==> config.mk <==
export PLATFORM = sky130hd
export DESIGN_NAME = mul_pipe_fu
export DESIGN_NICKNAME = d
export VERILOG_FILES = /design/src/rtl/mul_pipe_fu_pkg.sv /design/src/rtl/mul_pipe_fu_stage.sv /design/src/rtl/mul_pipe_fu.sv
export SDC_FILE = /design/constraint.sdc
export NUM_CORES = 2
export LEC_CHECK = 0
export BUFFER_PORTS_ARGS = -buffer_cell sky130_fd_sc_hd__buf_2
export CAP_MARGIN = 20
export CORE_ASPECT_RATIO = 1.4
export CORE_MARGIN = 2
export CORE_UTILIZATION = 40
export CTS_BUF_LIST = sky130_fd_sc_hd__clkbuf_16
export DETAILED_ROUTE_END_ITERATION = 8
export PLACE_DENSITY = 0.54
export SLEW_MARGIN = 20
export SYNTH_ARGS = -nofsm -noshare
export SYNTH_HDL_FRONTEND = slang
export SYNTH_SLANG_ARGS = --single-unit
==> constraint.sdc <==
create_clock -name clock -period 18.2 [get_ports clock]
set_input_delay 0 -clock clock [delete_from_list [all_inputs] [get_ports clock]]
set_output_delay 0 -clock clock [all_outputs]
set_load 0.1 [all_outputs]
==> src/rtl/mul_pipe_fu_pkg.sv <==
// Shared definitions for the pipelined RV32M multiply unit: funct3 codes,
// the default-width stage record and operand-extension helpers.
package mul_pipe_fu_pkg;

    localparam logic [2:0] M_MUL    = 3'b000;
    localparam logic [2:0] M_MULH   = 3'b001;
    localparam logic [2:0] M_MULHSU = 3'b010;
    localparam logic [2:0] M_MULHU  = 3'b011;

    localparam int DEF_XLEN  = 32;
    localparam int DEF_TAG_W = 7;
    localparam int DEF_ROB_W = 6;

    // Stage record at the default configuration; the top rebuilds the same
    // shape from its own parameters and hands it to the stages as a type.
    typedef struct packed {
        logic                  valid;
        logic [2:0]            funct3;
        logic [2*DEF_XLEN-1:0] mcand;
        logic [2*DEF_XLEN-1:0] mplier;
        logic [2*DEF_XLEN-1:0] acc;
        logic [DEF_TAG_W-1:0]  dest_prf;
        logic [DEF_ROB_W-1:0]  rob_idx;
    } mul_stage_t;

    // Any funct3 outside MUL/MULH/MULHSU behaves as MULHU.
    function automatic logic mcand_signed(input logic [2:0] funct3);
        return (funct3 == M_MUL) || (funct3 == M_MULH) || (funct3 == M_MULHSU);
    endfunction

    function automatic logic mplier_signed(input logic [2:0] funct3);
        return (funct3 == M_MUL) || (funct3 == M_MULH);
    endfunction

    function automatic logic result_is_low(input logic [2:0] funct3);
        return funct3 == M_MUL;
    endfunction

endpackage

==> src/rtl/mul_pipe_fu_stage.sv <==
// One partial-product stage: folds one multiplier chunk into the running
// accumulator and registers the whole op record.
module mul_pp_stage
    import mul_pipe_fu_pkg::*;
#(
    parameter int  XLEN      = DEF_XLEN,
    parameter int  STAGES    = 4,
    parameter int  STAGE_IDX = 0,
    parameter type stage_t   = mul_stage_t
) (
    input  logic   clock,
    input  logic   reset_n,
    input  logic   flush_i,
    input  logic   advance_i,
    input  stage_t stage_i,
    output stage_t stage_o
);

    localparam int W2    = 2 * XLEN;
    localparam int CHUNK = W2 / STAGES;
    localparam int SHIFT = STAGE_IDX * CHUNK;

    logic [CHUNK-1:0] mplier_chunk;
    logic [W2-1:0]    product;
    logic [W2-1:0]    partial;
    stage_t           stage_d;
    stage_t           stage_q;

    // The chunk is taken as unsigned: with the multiplier already extended
    // to 2*XLEN, summing unsigned chunks gives the exact product mod 2^(2*XLEN).
    always_comb begin
        mplier_chunk = stage_i.mplier[SHIFT +: CHUNK];
        product      = stage_i.mcand * W2'(mplier_chunk);
        partial      = product << SHIFT;

        stage_d = stage_q;
        if (flush_i) begin
            stage_d.valid = 1'b0;
        end else if (advance_i) begin
            stage_d     = stage_i;
            stage_d.acc = stage_i.acc + partial;
        end
    end

    always_ff @(posedge clock or negedge reset_n) begin
        if (!reset_n) begin
            stage_q <= '0;
        end else begin
            stage_q <= stage_d;
        end
    end

    assign stage_o = stage_q;

endmodule

==> src/rtl/mul_pipe_fu.sv <==
// Pipelined RV32M multiply unit (MUL/MULH/MULHSU/MULHU) with issue handshake,
// complete-stage backpressure and mispredict flush.
module mul_pipe_fu
    import mul_pipe_fu_pkg::*;
#(
    parameter int  XLEN      = 32,
    parameter int  STAGES    = 4,
    parameter int  PHYS_REGS = 128,
    parameter int  ROB_DEPTH = 64,
    localparam int TAG_W     = $clog2(PHYS_REGS),
    localparam int ROB_W     = $clog2(ROB_DEPTH),
    localparam int BUSY_W    = $clog2(STAGES + 1)
) (
    input  logic              clock,
    input  logic              reset_n,
    input  logic              flush_i,
    input  logic              req_valid_i,
    output logic              req_ready_o,
    input  logic [2:0]        req_funct3_i,
    input  logic [XLEN-1:0]   req_src1_i,
    input  logic [XLEN-1:0]   req_src2_i,
    input  logic [TAG_W-1:0]  req_dest_prf_i,
    input  logic [ROB_W-1:0]  req_rob_idx_i,
    output logic              resp_valid_o,
    input  logic              resp_ready_i,
    output logic [XLEN-1:0]   resp_value_o,
    output logic [TAG_W-1:0]  resp_dest_prf_o,
    output logic [ROB_W-1:0]  resp_rob_idx_o,
    output logic [BUSY_W-1:0] busy_o
);

    typedef struct packed {
        logic              valid;
        logic [2:0]        funct3;
        logic [2*XLEN-1:0] mcand;
        logic [2*XLEN-1:0] mplier;
        logic [2*XLEN-1:0] acc;
        logic [TAG_W-1:0]  dest_prf;
        logic [ROB_W-1:0]  rob_idx;
    } stage_t;

    stage_t            req_stage;
    stage_t            stage_in  [STAGES];
    stage_t            stage_out [STAGES];
    stage_t            tail;
    logic              advance;
    logic              accept;
    logic [BUSY_W-1:0] busy_cnt;
    logic              unused_tail;

    assign tail    = stage_out[STAGES-1];
    // Whole-pipe stall: bubbles are not squeezed out behind a blocked result.
    assign advance = !tail.valid || resp_ready_i;
    assign accept  = req_valid_i && advance && !flush_i;

    always_comb begin
        req_stage          = '0;
        req_stage.valid    = accept;
        req_stage.funct3   = req_funct3_i;
        req_stage.mcand    = mcand_signed(req_funct3_i)
                           ? {{XLEN{req_src1_i[XLEN-1]}}, req_src1_i}
                           : {{XLEN{1'b0}}, req_src1_i};
        req_stage.mplier   = mplier_signed(req_funct3_i)
                           ? {{XLEN{req_src2_i[XLEN-1]}}, req_src2_i}
                           : {{XLEN{1'b0}}, req_src2_i};
        req_stage.dest_prf = req_dest_prf_i;
        req_stage.rob_idx  = req_rob_idx_i;
    end

    for (genvar k = 0; k < STAGES; k++) begin : g_stage
        if (k == 0) begin : g_head
            assign stage_in[k] = req_stage;
        end else begin : g_link
            assign stage_in[k] = stage_out[k-1];
        end

        mul_pp_stage #(
            .XLEN      (XLEN),
            .STAGES    (STAGES),
            .STAGE_IDX (k),
            .stage_t   (stage_t)
        ) u_stage (
            .clock     (clock),
            .reset_n   (reset_n),
            .flush_i   (flush_i),
            .advance_i (advance),
            .stage_i   (stage_in[k]),
            .stage_o   (stage_out[k])
        );
    end

    always_comb begin
        busy_cnt = '0;
        for (int i = 0; i < STAGES; i++) begin
            busy_cnt = busy_cnt + BUSY_W'(stage_out[i].valid);
        end
    end

    assign req_ready_o     = advance;
    assign resp_valid_o    = tail.valid;
    assign resp_value_o    = result_is_low(tail.funct3) ? tail.acc[XLEN-1:0]
                                                        : tail.acc[2*XLEN-1:XLEN];
    assign resp_dest_prf_o = tail.dest_prf;
    assign resp_rob_idx_o  = tail.rob_idx;
    assign busy_o          = busy_cnt;

    // Operands are fully consumed by the last stage; only acc leaves the unit.
    assign unused_tail = ^{tail.mcand, tail.mplier};

endmodule
======== After elaboration in Yosys (flattened, before gate mapping) ========
Cells that the tools add are included.
word-level totals
  memories kept ........................... 0
  memory bits (read-only) ................. 0
  RAM bits ................................ 0
  logic and storage cells ................. 63
  bits in latches ......................... 0
  bits of input ports ..................... 85
  register bits after elaboration ......... 836
  output and inout port bits .............. 50
cells by class
  $mul .................................... 4
  shifts and indexed selects .............. 0
  bitwise operators ....................... 1
  muxes and demuxes ....................... 11
  divide/modulo/power cells ............... 0
  reductions and logical operators ........ 11
  order comparisons ....................... 0
  eq/ne operators ......................... 2
  add/sub/neg operators ................... 6
operators with widths
  kind                number
  $mux 209            4
  $add 64x64->64      3
  $mux 64             2
  $mul 64x16->16      1
  $mul 64x16->32      1
  $mul 64x16->48      1
  $mul 64x16->64      1
  $mux 32             1
  $logic_not 3->1     2
  $mux 1              4
  $add 2x1->3         1
  $add 3x1->3         1
  $eq 3x1->1 const B  1
  $eq 3x2->1 const B  1
  $logic_or 1x1->1    3
  $add 1x1->2         1
  $logic_and 1x1->1   2
  $logic_not 1->1     2
  $reduce_and 2->1    1
  $reduce_bool 2->1   1
  $not 1->1           1

======== Depth between registers and ports, before layout ========
  word-level depth ........................ 7
  gate-level depth with buffers ........... 37
  depth with buffers taken out ............ 35

======== Modules after synthesis ========
A second synthesis with hierarchy kept.
second synthesis, totals
  cell total of the unflattened synthesis .. 11636
  area total of the unflattened synthesis .. 99726.9 um2
by module, submodules not included
  module                             cells each  times used  area each (um2)  sequential area each (um2)
  mul_pp_stage (g_stage[0].u_stage)  4291        1           36581.3          5230.0
  mul_pp_stage (g_stage[1].u_stage)  3480        1           29592.1          5230.0
  mul_pp_stage (g_stage[2].u_stage)  2393        1           20649.8          5230.0
  mul_pp_stage (g_stage[3].u_stage)  1422        1           12391.9          5230.0
  mul_pipe_fu                        50          1           511.7            0.0

======== Worst setup path before layout ========
No wires, ideal clock.
  path kind ............................... flip-flop to flip-flop
  start point ............................. register g_stage[0].u_stage.stage_q (netlist bit g_stage[0].u_stage.stage_o[164])
  end point ............................... register g_stage[1].u_stage.stage_q (netlist bit g_stage[1].u_stage.stage_o[75])
  setup slack ............................. 10.088 ns
  data arrival time ....................... 7.983 ns
  data required time ...................... 18.070 ns
  setup time .............................. 0.130 ns
  cell stages (with the launch flop) ...... 36
  clock period less this slack ............ 8.112 ns
  path buffers ............................ 3
  path through ............................ dfrtp_1 -> clkbuf_1 -> clkbuf_1 -> nand2_1 -> fa_1 -> inv_1 -> fa_1 -> inv_1 -> fa_1 -> inv_1 -> fa_1 -> fa_1 -> inv_1 -> fa_1 -> inv_1 -> ha_1 -> nand3_2 -> nor3_1 -> inv_1 -> or3_1 -> a211o_1 -> nand2_1 -> a21oi_1 -> xnor2_1 -> ha_1 -> clkbuf_1 -> a21oi_1 -> nand2_1 -> o41ai_1 -> nand3_1 -> o211ai_1 -> o21ai_1 -> a311o_1 -> a21oi_1 -> xor2_1 -> o21ai_1
on the way
  word-level cells in the longest chain between the ends .. 2
ends and longest elaborated chain
  item                    line                     source
  from (decl)             mul_pipe_fu_stage.sv:27  stage_t stage_q;
  from (signal assigned)  mul_pipe_fu_stage.sv:49  stage_q <= stage_d;
  $mul 64x16->48          mul_pipe_fu_stage.sv:33  product = stage_i.mcand * W2'(mplier_chunk);
  $add 64x64->64          mul_pipe_fu_stage.sv:41  stage_d.acc = stage_i.acc + partial;
  to (signal assigned)    mul_pipe_fu_stage.sv:49
  to (decl)               mul_pipe_fu_stage.sv:27
No other way between the ends.
A chain may end at the register's enable or synchronous reset.

======== Worst setup path after layout ========
  start point ............................. register g_stage[0].u_stage.stage_q (netlist bit g_stage[0].u_stage.stage_o[94])
  end point ............................... register g_stage[1].u_stage.stage_q (netlist bit g_stage[1].u_stage.stage_o[75])
Same word-level chain as after synthesis.

==> qor.yml <==
finalHoldViolations: 0
yosysWarnings: 0
crit_type: "reg2reg"
grt_max_degree: 119
hold_path.class: "in2async"
num_vias: 48400
yosysTopAreaCell: "fa_1"
max_cap_violations: 0
rows: 176
rsz0062_at_grt: "false"
synthCells: 7335
dieWidth_um: 347
regArea_um2: 10600
finalClockSkew_ns: 0.0307
fill_cells: 16400
max_slew_margin_pct: 31.4
synth_nets: 9067
clk_pin_slew_ns: 0.08
routed_wl_um: 198000
crit_path_start_kind: "register"
reg2reg_from: "g_stage[0].u_stage.stage_o[94]"
cts.sinks: 424
synth_edf_count: 0
hpwl_um: 157000
port_buffers: 134
clk_latency_ns: 0.65
critPathLaunch: "g_stage[0].u_stage.stage_o[94]"
maxSlewViolCount: 0
synth_ff_type: "dfrtp_1"
die-area_um2: 168000
synth_top_area_share_pct: 39.1
critPathRequiredTime_ns: 18.69
post-route-period-util_pct: 53.6
cts_tree: "built"
antenna_left: 0
cpMostUsedCell: "fa_1"
end_kind: "register"
cp_max_fo: 18
crit_path_max_incr_delay_ns: 0.80
cts_root_buffer: "clkbuf_16"
run_status: "finished, final reports clean"
initial_core_util_pct: 40.1
grt_usage_pct: 24.1
io_pins: 135
async_flop_share_pct: 100
cts_setup_buffers: 0
cts_resized: 0
grt_pass1_wl_um: 312000
fin_crit_ns: 9.76
wl_per_cell_um: 20.9
largest_register_ffs: 424
syn_avg_cell_area_um2: 8.96
vias_per_cell: 5.10
worst_slew_pin_slew_ns: 1.03
drive_gt1_share_pct: 5.04
multiInputGateArea_um2: 48700
seq_area_frac_synth_pct: 16.1
synthesis.area_um2: 65700
grt.overflow.total: 0
area_growth_pct: 7.41
slowest_stage: "dfrtp_1"
cts_max_level: 2
die_y_um: 484
cts_buffer_depth: 3
ys_ff_latch: 424
crit_arrival_ns: 10.25
ys_types: 89
finalNetCount: 9034
first_pass_iters: 7
clock.fmax_ghz: 0.102
antenna_found_initial: 5
gp_congestion: 0.936
dr.first_iter.drc_count: 2831
drc: 0
report.final.setup_viol: 0
yosys-top-cells-area: "fa_1 (39%), dfrtp_1 (16%), nand2_1 (10%)"
tns_ns: 0
design.core.area_um2: 164000
grt_pass1_vias: 52900
cts_made_buffers: 49
-- worst paths after layout --
check / to / slack [ns] / depth (start not counted)
worst max-delay path: g_stage[1].u_stage.stage_o[75] / 8.44 / 35
worst min-delay path: g_stage[0].u_stage.stage_o[8] / 0.05 / 2
worst max register to register: g_stage[1].u_stage.stage_o[75] / 8.44 / 35
worst min register to register: g_stage[3].u_stage.stage_o[57] / 0.45 / 2
max in group asynchronous: g_stage[0].u_stage.stage_o[102] / 15.03 / 5
min in group clock: g_stage[0].u_stage.stage_o[107] / 0.08 / 4
-- cells in the mapped netlist (all sizes together), types with 88 or more instances --
master / instances
o21ai: 236
nand2: 1801
xnor2: 167
clkbuf: 327
nor2: 107
a21o: 105
inv: 1350
dfrtp: 424
a21oi: 214
xor2: 88
fa: 1282
and2: 369
ha: 365
-- metal layers --
layer	share of wire (%)	vias to the layer above	routed length (um)	GRT usage [%]
met5	0.0066	-	13	0
met4	4.0	2	7920	8.74
met3	3.7	328	7390	2.05
met2	52	1098	104000	44.0
met1	40	24900	79200	29.6
li1	-	22100	-	-
-- cell families after synthesis --
group,count (synthesis),synth area share (%)
xor gates and xnor gates,255,3.40
AOI/OAI and AO/OA,794,7.79
buffers and inverters,1703,9.82
and+or+nand+nor,2475,16.2
adders and majority gates,1647,46.0
muxes,37,0.628
DFF,424,16.1
-- worst max-delay path: cells and delay by family, from the launching register on --
| family | cells | cell delay [ns] |
|---|---|---|
| AO/OA/AOI/OAI | 15 | 3.37 |
| adder cells (fa/ha/maj) | 8 | 3.80 |
| AND/OR/NAND/NOR | 4 | 0.48 |
| buffers and inverters | 6 | 0.65 |
| flip-flops | 1 | 0.80 |
| XOR/XNOR | 2 | 0.47 |
-- layout make-up --
cell class                 instances  share of cell area [%]
sequential                       424                    15.0
multi-input combinational       5208                    69.0
clock inverter                    43                   0.622
inverter                        1350                    7.18
antenna                            5                  0.0177
clock buffer                      49                    1.74
tap                             2136                    3.79
timing repair buffer             269                    2.66
-- what timing repair did --
item                                    CTS  global route
endpoints found under the hold margin   219             0
endpoints found under the setup margin    0             0
hold buffers                             72             0
-- through the flow --
stage | util [%] | hold slack (ns) | area (um2) | instances | worst slack (ns)
floorplan | - | -0.296 | 65700 | 7335 | 10.09
global placement | 41.6 | 0.141 | 68200 | 9315 | 8.64
detailed placement | 41.6 | 0.154 | 68200 | 9315 | 8.50
CTS | 43.1 | 0.0337 | 70600 | 9479 | 8.47
global route | 43.1 | 0.0944 | 70600 | 9483 | 7.98
finish | 43.1 | 0.0486 | 70600 | 9484 | 8.44
-- layout by cell type, fill, tap and decap left out, types with 12 or more instances in the layout --
master            n
nand2_1        1800
inv_1          1354
fa_1           1282
dfrtp_1         420
and2_1          369
ha_1            365
a21oi_1         207
o21ai_0         198
xnor2_1         167
buf_2           133
nor2_1          107
a21o_1          104
xor2_1           88
dlygate4sd3_1    72
buf_4            63
clkbuf_16        49
nand3_1          46
o21a_1           35
nor3_1           34
o21ai_1          34
mux2_2           34
a211oi_1         26
o21bai_1         25
nand2b_1         24
nand4_1          23
a31oi_1          21
nor2b_1          18
o211ai_1         16
o31ai_1          15
or3_1            12
Power is left out: the tool's default activity adds up to more than one toggle a clock period on the data nets, which glitch-free logic cannot reach.
